<file path="src/rtl/reg_bank_pkg.sv">
// reg_bank_pkg: shared definitions for the reg_bank register file.
//   reg_op_e  - operation encoding driven on reg_bank.op / reg_cell.op
//   sel_width - width of a register select for a given register count
package reg_bank_pkg;

    typedef enum logic [1:0] {
        OP_HOLD = 2'd0,
        OP_LOAD = 2'd1,
        OP_INC  = 2'd2,
        OP_DEC  = 2'd3
    } reg_op_e;

    // Select width is max(1, clog2(n)) so a two-entry bank still has a 1-bit select.
    function automatic int unsigned sel_width(input int unsigned n);
        return (n <= 2) ? 1 : $clog2(n);
    endfunction

endpackage

</file>
<file path="src/rtl/reg_bank_cell.sv">
// reg_cell: one register of the bank with load / increment / decrement.
//   clk   - clock, state updates on rising edge
//   reset - synchronous active-low reset, loads RESET_VAL
//   op    - operation for this cell (HOLD when the cell is not targeted)
//   data  - load value for OP_LOAD
//   q     - current register value
//   wrap  - combinational: the current op would wrap (INC from all-ones / DEC from zero)
module reg_cell
    import reg_bank_pkg::*;
#(
    parameter int unsigned      WIDTH     = 8,
    parameter logic [WIDTH-1:0] RESET_VAL = '0
) (
    input  logic             clk,
    input  logic             reset,
    input  reg_op_e          op,
    input  logic [WIDTH-1:0] data,
    output logic [WIDTH-1:0] q,
    output logic             wrap
);

    logic [WIDTH-1:0] q_q;
    logic [WIDTH-1:0] q_d;

    always_comb begin
        q_d  = q_q;
        wrap = 1'b0;
        case (op)
            OP_LOAD: q_d = data;
            OP_INC: begin
                q_d  = q_q + WIDTH'(1);
                wrap = &q_q;
            end
            OP_DEC: begin
                q_d  = q_q - WIDTH'(1);
                wrap = ~|q_q;
            end
            default: q_d = q_q;
        endcase
    end

    always_ff @(posedge clk) begin
        if (!reset) begin
            q_q <= RESET_VAL;
        end else begin
            q_q <= q_d;
        end
    end

    assign q = q_q;

endmodule

</file>
<file path="src/rtl/reg_bank.sv">
// reg_bank: small register file with one op port and two combinational read ports.
//   clk                  - clock, all state updates on rising edge
//   reset                - synchronous active-low reset (overrides any op that cycle)
//   op / op_sel / op_data - operation, target register and LOAD value
//   rd_sel_a / rd_sel_b  - read selects; out-of-range selects read 0
//   rd_data_a / rd_data_b - read data
//   wrap                 - registered pulse, previous INC/DEC wrapped
//   sel_err              - registered pulse, previous non-HOLD op had op_sel >= NUM_REGS
// Build option: define REG_BANK_BYPASS_EN to forward a same-cycle LOAD to matching
// read ports (write-first); otherwise reads return the pre-update value.
module reg_bank
    import reg_bank_pkg::*;
#(
    parameter int unsigned      WIDTH     = 8,
    parameter int unsigned      NUM_REGS  = 4,
    parameter logic [WIDTH-1:0] RESET_VAL = '0,
    localparam int unsigned     SELW      = sel_width(NUM_REGS)
) (
    input  logic             clk,
    input  logic             reset,
    input  reg_op_e          op,
    input  logic [SELW-1:0]  op_sel,
    input  logic [WIDTH-1:0] op_data,
    input  logic [SELW-1:0]  rd_sel_a,
    input  logic [SELW-1:0]  rd_sel_b,
    output logic [WIDTH-1:0] rd_data_a,
    output logic [WIDTH-1:0] rd_data_b,
    output logic             wrap,
    output logic             sel_err
);

    // Every select code gets a slot; slots past NUM_REGS are tied to zero so
    // out-of-range reads need no separate range check.
    localparam int unsigned NumSlots = 2 ** SELW;

    logic [WIDTH-1:0]    q_arr [NumSlots];
    logic [NUM_REGS-1:0] cell_wrap;
    logic                sel_ok;
    logic                wrap_q, wrap_d;
    logic                sel_err_q, sel_err_d;

    assign sel_ok = 32'(op_sel) < NUM_REGS;

    for (genvar i = 0; i < NumSlots; i++) begin : g_slot
        if (i < NUM_REGS) begin : g_cell
            reg_op_e cell_op;

            // Only the addressed, in-range cell sees the op; the rest hold.
            assign cell_op = (sel_ok && (op_sel == SELW'(i))) ? op : OP_HOLD;

            reg_cell #(
                .WIDTH     (WIDTH),
                .RESET_VAL (RESET_VAL)
            ) u_cell (
                .clk   (clk),
                .reset (reset),
                .op    (cell_op),
                .data  (op_data),
                .q     (q_arr[i]),
                .wrap  (cell_wrap[i])
            );
        end else begin : g_pad
            assign q_arr[i] = '0;
        end
    end

    always_comb begin
        rd_data_a = q_arr[rd_sel_a];
        rd_data_b = q_arr[rd_sel_b];
`ifdef REG_BANK_BYPASS_EN
        if ((op == OP_LOAD) && sel_ok) begin
            if (rd_sel_a == op_sel) rd_data_a = op_data;
            if (rd_sel_b == op_sel) rd_data_b = op_data;
        end
`endif
    end

    always_comb begin
        wrap_d    = |cell_wrap;
        sel_err_d = (op != OP_HOLD) && !sel_ok;
    end

    always_ff @(posedge clk) begin
        if (!reset) begin
            wrap_q    <= 1'b0;
            sel_err_q <= 1'b0;
        end else begin
            wrap_q    <= wrap_d;
            sel_err_q <= sel_err_d;
        end
    end

    assign wrap    = wrap_q;
    assign sel_err = sel_err_q;

endmodule

</file>
<file path="config.mk">
export PLATFORM = sky130hd
export DESIGN_NAME = reg_bank
export DESIGN_NICKNAME = d
export VERILOG_FILES = /design/src/rtl/reg_bank_pkg.sv /design/src/rtl/reg_bank_cell.sv /design/src/rtl/reg_bank.sv
export SDC_FILE = /design/constraint.sdc
export NUM_CORES = 1
export LEC_CHECK = 0
export CORE_MARGIN = 8
export CORE_UTILIZATION = 62
export CTS_CLUSTER_SIZE = 40
export DETAILED_ROUTE_END_ITERATION = 8
export PLACE_DENSITY = 0.88
export SKIP_CTS_REPAIR_TIMING = 1
export SLEW_MARGIN = 20
export SYNTH_ARGS = -nofsm -noshare
export SYNTH_HDL_FRONTEND = slang
export SYNTH_SLANG_ARGS = --single-unit
</file>
<file path="constraint.sdc">
create_clock -name clk -period 5.3 [get_ports clk]
set_input_delay 0.53 -clock clk [delete_from_list [all_inputs] [get_ports clk]]
set_output_delay 0.53 -clock clk [all_outputs]
set_load 0.02 [all_outputs]
</file>
**Yosys cells after proc, flatten, opt, wreduce, memory -nomap -nowiden**

Cells that the tools add are included.
Widths: inputs -> output; s select.

- Register bits after elaboration: 33
- Bits of input ports: 18
- Output and inout port bits: 18
- Logic and storage cells: 68

- $add $sub $neg: 8
- $lt $le $gt $ge: 2
- Equality and inequality tests: 15
- Multiplexer cells: 18
- Bitwise logic cells: 2
- Reductions and logical operators: 18

Operator list:

| cell | number |
|---|---|
| $pmux 8 s3 | 4 |
| $add 8x1->8 const B | 4 |
| $bmux 8 s2 | 2 |
| $mux 8 | 4 |
| $reduce_and 8->1 | 4 |
| $reduce_or 8->1 | 4 |
| $sub 8x1->8 const B | 4 |
| $eq 2x2->1 const B | 10 |
| $reduce_bool 3->1 | 4 |
| $eq 2x1->1 const B | 5 |
| $mux 2 | 4 |
| $pmux 1 s2 | 4 |
| $ge 3x3->1 const B | 2 |
| $not 2->3 | 2 |
| $logic_not 1->1 | 4 |
| $reduce_or 4->1 | 1 |
| $logic_not 2->1 | 1 |

**Depth between registers and ports, before layout**

- Depth in word-level cells: 5
- Gate-level depth with buffers: 10
- Depth with buffers taken out: 8

**Modules after synthesis**

Synthesis repeated with hierarchy kept, for this count alone.

- Cells, all modules: 432
- Area, all modules: 3,520.9 µm²

By module, submodules not included:

| module | times used | cells an instance | area each (µm²) | sequential area each (µm²) |
|---|---|---|---|---|
| reg_cell | 4 | 100 | 755.7 | 160.2 |
| reg_bank | 1 | 32 | 498.0 | 20.0 |

**Least setup slack after synthesis**

Ideal clock, no wire load.

- Path type: in2reg
- Start: in op[1]
- End: reg g_slot[3].g_cell.u_cell.q_q[6]
- Setup time: 0.138 ns
- Data arrival time: 2.352 ns
- Data required time: 5.162 ns
- Slack: 2.810 ns
- Stages: 8
- Buffers on the path: 1
- Cells stage by stage: buf_4 -> nand4_2 -> xnor2_1 -> ha_1 -> or4_1 -> or4_1 -> o21ai_1 -> o221ai_1

- Cells in the longest elaborated chain, start to end: 3
- Elaborated cells between the ends (all ways): 6
- Classes of those cells: 3 x eq/ne; 2 x mux; 1 x reduce/logical

RTL lines:

| what | line | source |
|---|---|---|
| from (decl) | reg_bank.sv:21 | `input reg_op_e op,` |
| $mux 2 * | reg_bank.sv:49 | `assign cell_op = (sel_ok && (op_sel == SELW'(i))) ? op : OP_HOLD;` |
| $eq 2x2->1 or $eq 2x1->1 (tied branches) | reg_bank_cell.sv:28 | `case (op)` |
| $pmux 8 s3 or $reduce_bool 3->1 (tied branches) | -- |  |
| to (signal assigned) | reg_bank_cell.sv:46 | `q_q <= q_d;` |
| to (decl) | reg_bank_cell.sv:22 | `logic [WIDTH-1:0] q_q;` |

Every way passes the cells marked *; elsewhere a longest branch is shown, timed or not.
A chain may end at the register's enable or synchronous reset.

**Worst setup path in the final report**

- Start: in op[0]
- End: reg g_slot[3].g_cell.u_cell.q_q[6]

The elaborated chain is that of the path after synthesis.

==> metrics.md <==
| Metric | Value |
|---|---|
| VDD IR max | 106.0 uV |
| Final setup TNS | 0 ns |
| Yosys reg bits | 33 |
| Cell taking the most area after synthesis | dfxtp_1 |
| Fraction of synthesized cell area taken by the top area cell type | 21.06% |
| Relative contribution of combinational cells to total power | 26.9% |
| Primary flip-flop cell chosen by synthesis mapping | dfxtp_1 |
| Vertical die dimension | 87.13 um |
| Type of the setup path with the least slack | in2reg |
| Number of levels in the clock H-tree | 2 |
| Count of yosys warnings during synthesis | 0 |
| Final Hold Violating Endpoints | 0 |
| Worst-skew pair later-pin latency | 0.30 ns |
| Placer Congestion | slightly below 1 |
| Max incr delay on CP | 0.89 ns |
| Detail Route Antenna Nets | 0 |
| Data arrival time of the critical path | between 3 and 4 ns |
| Wirelength, routed | around 10000 um |
| Worst setup path startpoint | op[0] |
| Final routed DRC violation total | 0 |
| Number of optimization iterations in the first detailed-route pass | 5 |
| Area of the mapped netlist | approximately 0.0031 mm2 |
| Clock Tree Root | clkbuf_8 |
| CTS tree | yes |
| Worst relative slew slack | 42.21% |
| Clock skew | between 0.006 and 0.007 ns |
| Required arrival time at the worst endpoint | 5.51 ns |
| Share of power burned in the clock network | between 20 and 30% |
| Number of distinct standard cells referenced by the synthesized netlist | 66 |
| Post-layout min period | 3.328 ns |
| Number of instances in the synthesized netlist | 406 |
| Largest fanout on the critical path | 19 |
| Launching element type of the critical path | primary input |
| Biggest area contributors in the synthesized netlist | dfxtp_1 (21%), mux4_2 (10%), nor2_1 (5.5%) |
| Total half-perimeter wirelength after legalization and detailed placement | 7009 um |
| Buffering stage count on the worst path with inverters included | 1 |
| Result of the run | complete, no violations |
| Finish-stage setup viols | 0 |
| Fraction of layout instances using a drive strength above 1 | between 7 and 8% |
| Initial standard-cell utilization of the core | 62.61% |
| Row count | 26 |
| Overall die width | 87.13 um |
| Power Internal | 0.4336 mW |
| Number of sinks handled by clock tree synthesis | 33 |
| Overall fraction of global-route tracks in use | 26.25% |
| Static leakage | 1.185 nW |
| Antenna violations before repair | 0 |
| Switching share of power | 34.60% |
| Portion of the post-synthesis area used by sequential elements | 21.06% |
| DR vias/cell | ~7.5 |
| Vias in the first global route | between 3000 and 4000 |
| Worst path slowest cell | clkdlybuf4s50_1 |
| Maximum clock insertion buffer count | 2 |
| Origin of the critical flop-to-flop path | g_slot[3].g_cell.u_cell.q[1] |
| I/O pin total | 36 |
| Areal power density over the cells | ~190 mW/mm2 |
| Antenna fix cells | 0 |
| Number of enable-type register cells in the synthesized netlist | 0 |
| Maximum number of pins on one net before global-route repair | 32 |
| Wire length per cell after detailed routing | 20.80 um |
| Total via count in the routed design | 3592 |
| Most used cell along the critical path | or4_1 |
| Power share of the sequential group | 44.0% |
| Reg clk slew, reported paths | 0.07 ns |
| Number of placed instances with taps included | 472 |
| Maximum capacitance violations | 0 |
| Congestion Overflow GR | 0 |
| Final slew viol count | 0 |
| Startpoint of the most critical hold path | g_slot[1].g_cell.u_cell.q[5] |
| Hold Worst Slack | 0.5458 ns |
| TritonCTS Buffers | 5 |
| Endpoint type of the worst setup path | flip-flop |
| Count of buffers from port buffering | 34 |
| Setup repair after global routing missed its margin | no |
| Placeable Area | approximately 0.005 mm2 |
| Synthesized area per cell | 7.726 um2 |
| Total design power | 0.6630 mW |
| Number of nets in the finished design | 431 |
| Drt initial violations | between 500 and 600 |
| Actual slew at the worst max-slew pin | just under 0.9 ns |
| Share of the clock period used by the worst path | 62.79% |
| Synth Net Count | 428 |
| Global-route wire length before repair | between 15000 and 20000 um |
| Cell family contributing the most delay on the critical path | simple AND/OR/NAND/NOR gates |
| NetSw | 0.2294 mW |
| Critical path, cell by cell | clkdlybuf4s50_1 -> nand4_2 -> xnor2_1 -> ha_1 -> or4_1 -> or4_1 -> o21ai_1 -> nand4b_1 -> o221ai_1 |
| Min-delay worst type | reg2reg |
| FMAX | 300.5 MHz |
| Share of flip-flops with an asynchronous set or reset after synthesis | 0% |
| Relative area change from synthesis to final layout | 10.81% |
| Die Outline Area | 0.007592 mm2 |
| Post-layout instance count excluding filler cells | 480 |
## final timing paths
path	end	cells past startpoint	slack, ns
worst max-delay path	g_slot[3].g_cell.u_cell.q[6]	9	1.97
worst min-delay path	g_slot[1].g_cell.u_cell.q[5]	2	0.55
worst max register to register	g_slot[3].g_cell.u_cell.q[6]	7	2.90
worst min register to register	g_slot[1].g_cell.u_cell.q[5]	2	0.55
## cell families after synthesis
kind of cell	count (synthesis)	share of synthesized area, %
AO/OA/AOI/OAI	108	23.65
other	1	0.1196
flip-flops	33	21.06
AND/OR/NAND/NOR	182	30.59
adder cells (fa/ha/maj)	4	1.596
multiplexers	23	14.00
XOR/XNOR	7	1.955
buffers and inverters	48	7.020
## metrics by stage
| step | setup slack, ns | instance area [um2] | util (%) |
|---|---|---|---|
| floorplan | 2.810 | 3137 | - |
| global placement | 1.847 | 3390 | 67.66 |
| detailed placement | 1.754 | 3390 | 67.66 |
| CTS | 2.048 | 3470 | 69.26 |
| global route | 1.838 | 3476 | 69.38 |
| finish | 1.972 | 3476 | 69.38 |
## worst register-to-register path, stage by stage, from the launching register on
cell and delay [ns]:
dfxtp_1 0.64, xnor2_1 0.16, ha_1 0.30, or4_1 0.44
or4_1 0.41, o21ai_1 0.13, nand4b_1 0.13, o221ai_1 0.12
## power by group through the flow
stage	registers, mW	clock network [mW]	logic (mW)
after CTS	0.290	0.191	0.175
after global placement	0.294	0	0.170
after global routing	0.293	0.203	0.192
final	0.292	0.193	0.178
after detailed placement	0.295	0	0.174
after floorplan	0.275	0	0.136
## cell usage after synthesis (6+ instances only)
library cell and n:
clkbuf_1 22, nor3_1 15, o221ai_1 6, nand2_1 36, mux2i_1 6, nand3_1 18, nand4_1 6, and3_1 8
a22oi_1 9, dfxtp_1 33, o31ai_1 6, mux4_2 14, buf_2 11, nand2b_1 6, a21oi_1 23, inv_1 7
o21ai_0 11, or3_1 12, o21ai_1 6, nor2_1 46, a31oi_1 9
## cells in the final DEF (no fill, tap or decap), types with 11 or more instances in the layout
cell / instances
nand3_1: 18
nand2_1: 36
o21ai_0: 11
mux4_2: 14
nor3_1: 15
nor2_1: 46
clkdlybuf4s50_1: 34
or3_1: 12
a21oi_1: 23
dfxtp_1: 33
## layer usage
layer,routed length [um],share of wire (%),track usage [%]
met4,334,3.3,10.78
met3,1370,14,5.377
met5,0,0,0
met1,3743,37,33.04
met2,4537,45,42.47
## sequential cells by signal, indices dropped and copies added, names as in the netlist
signal and count:
g_slot.g_cell.u_cell.q 32, wrap 1
## final cells by class
cell class                 instances  area (um2)
inverter                           8       30.03
multi-input combinational        325        2262
timing repair buffer              36       355.3
sequential                        33       660.6
clock buffer                       8       80.08
fill                             429        1534
tap                               70       87.58
Power figures use the tool's default switching activity.
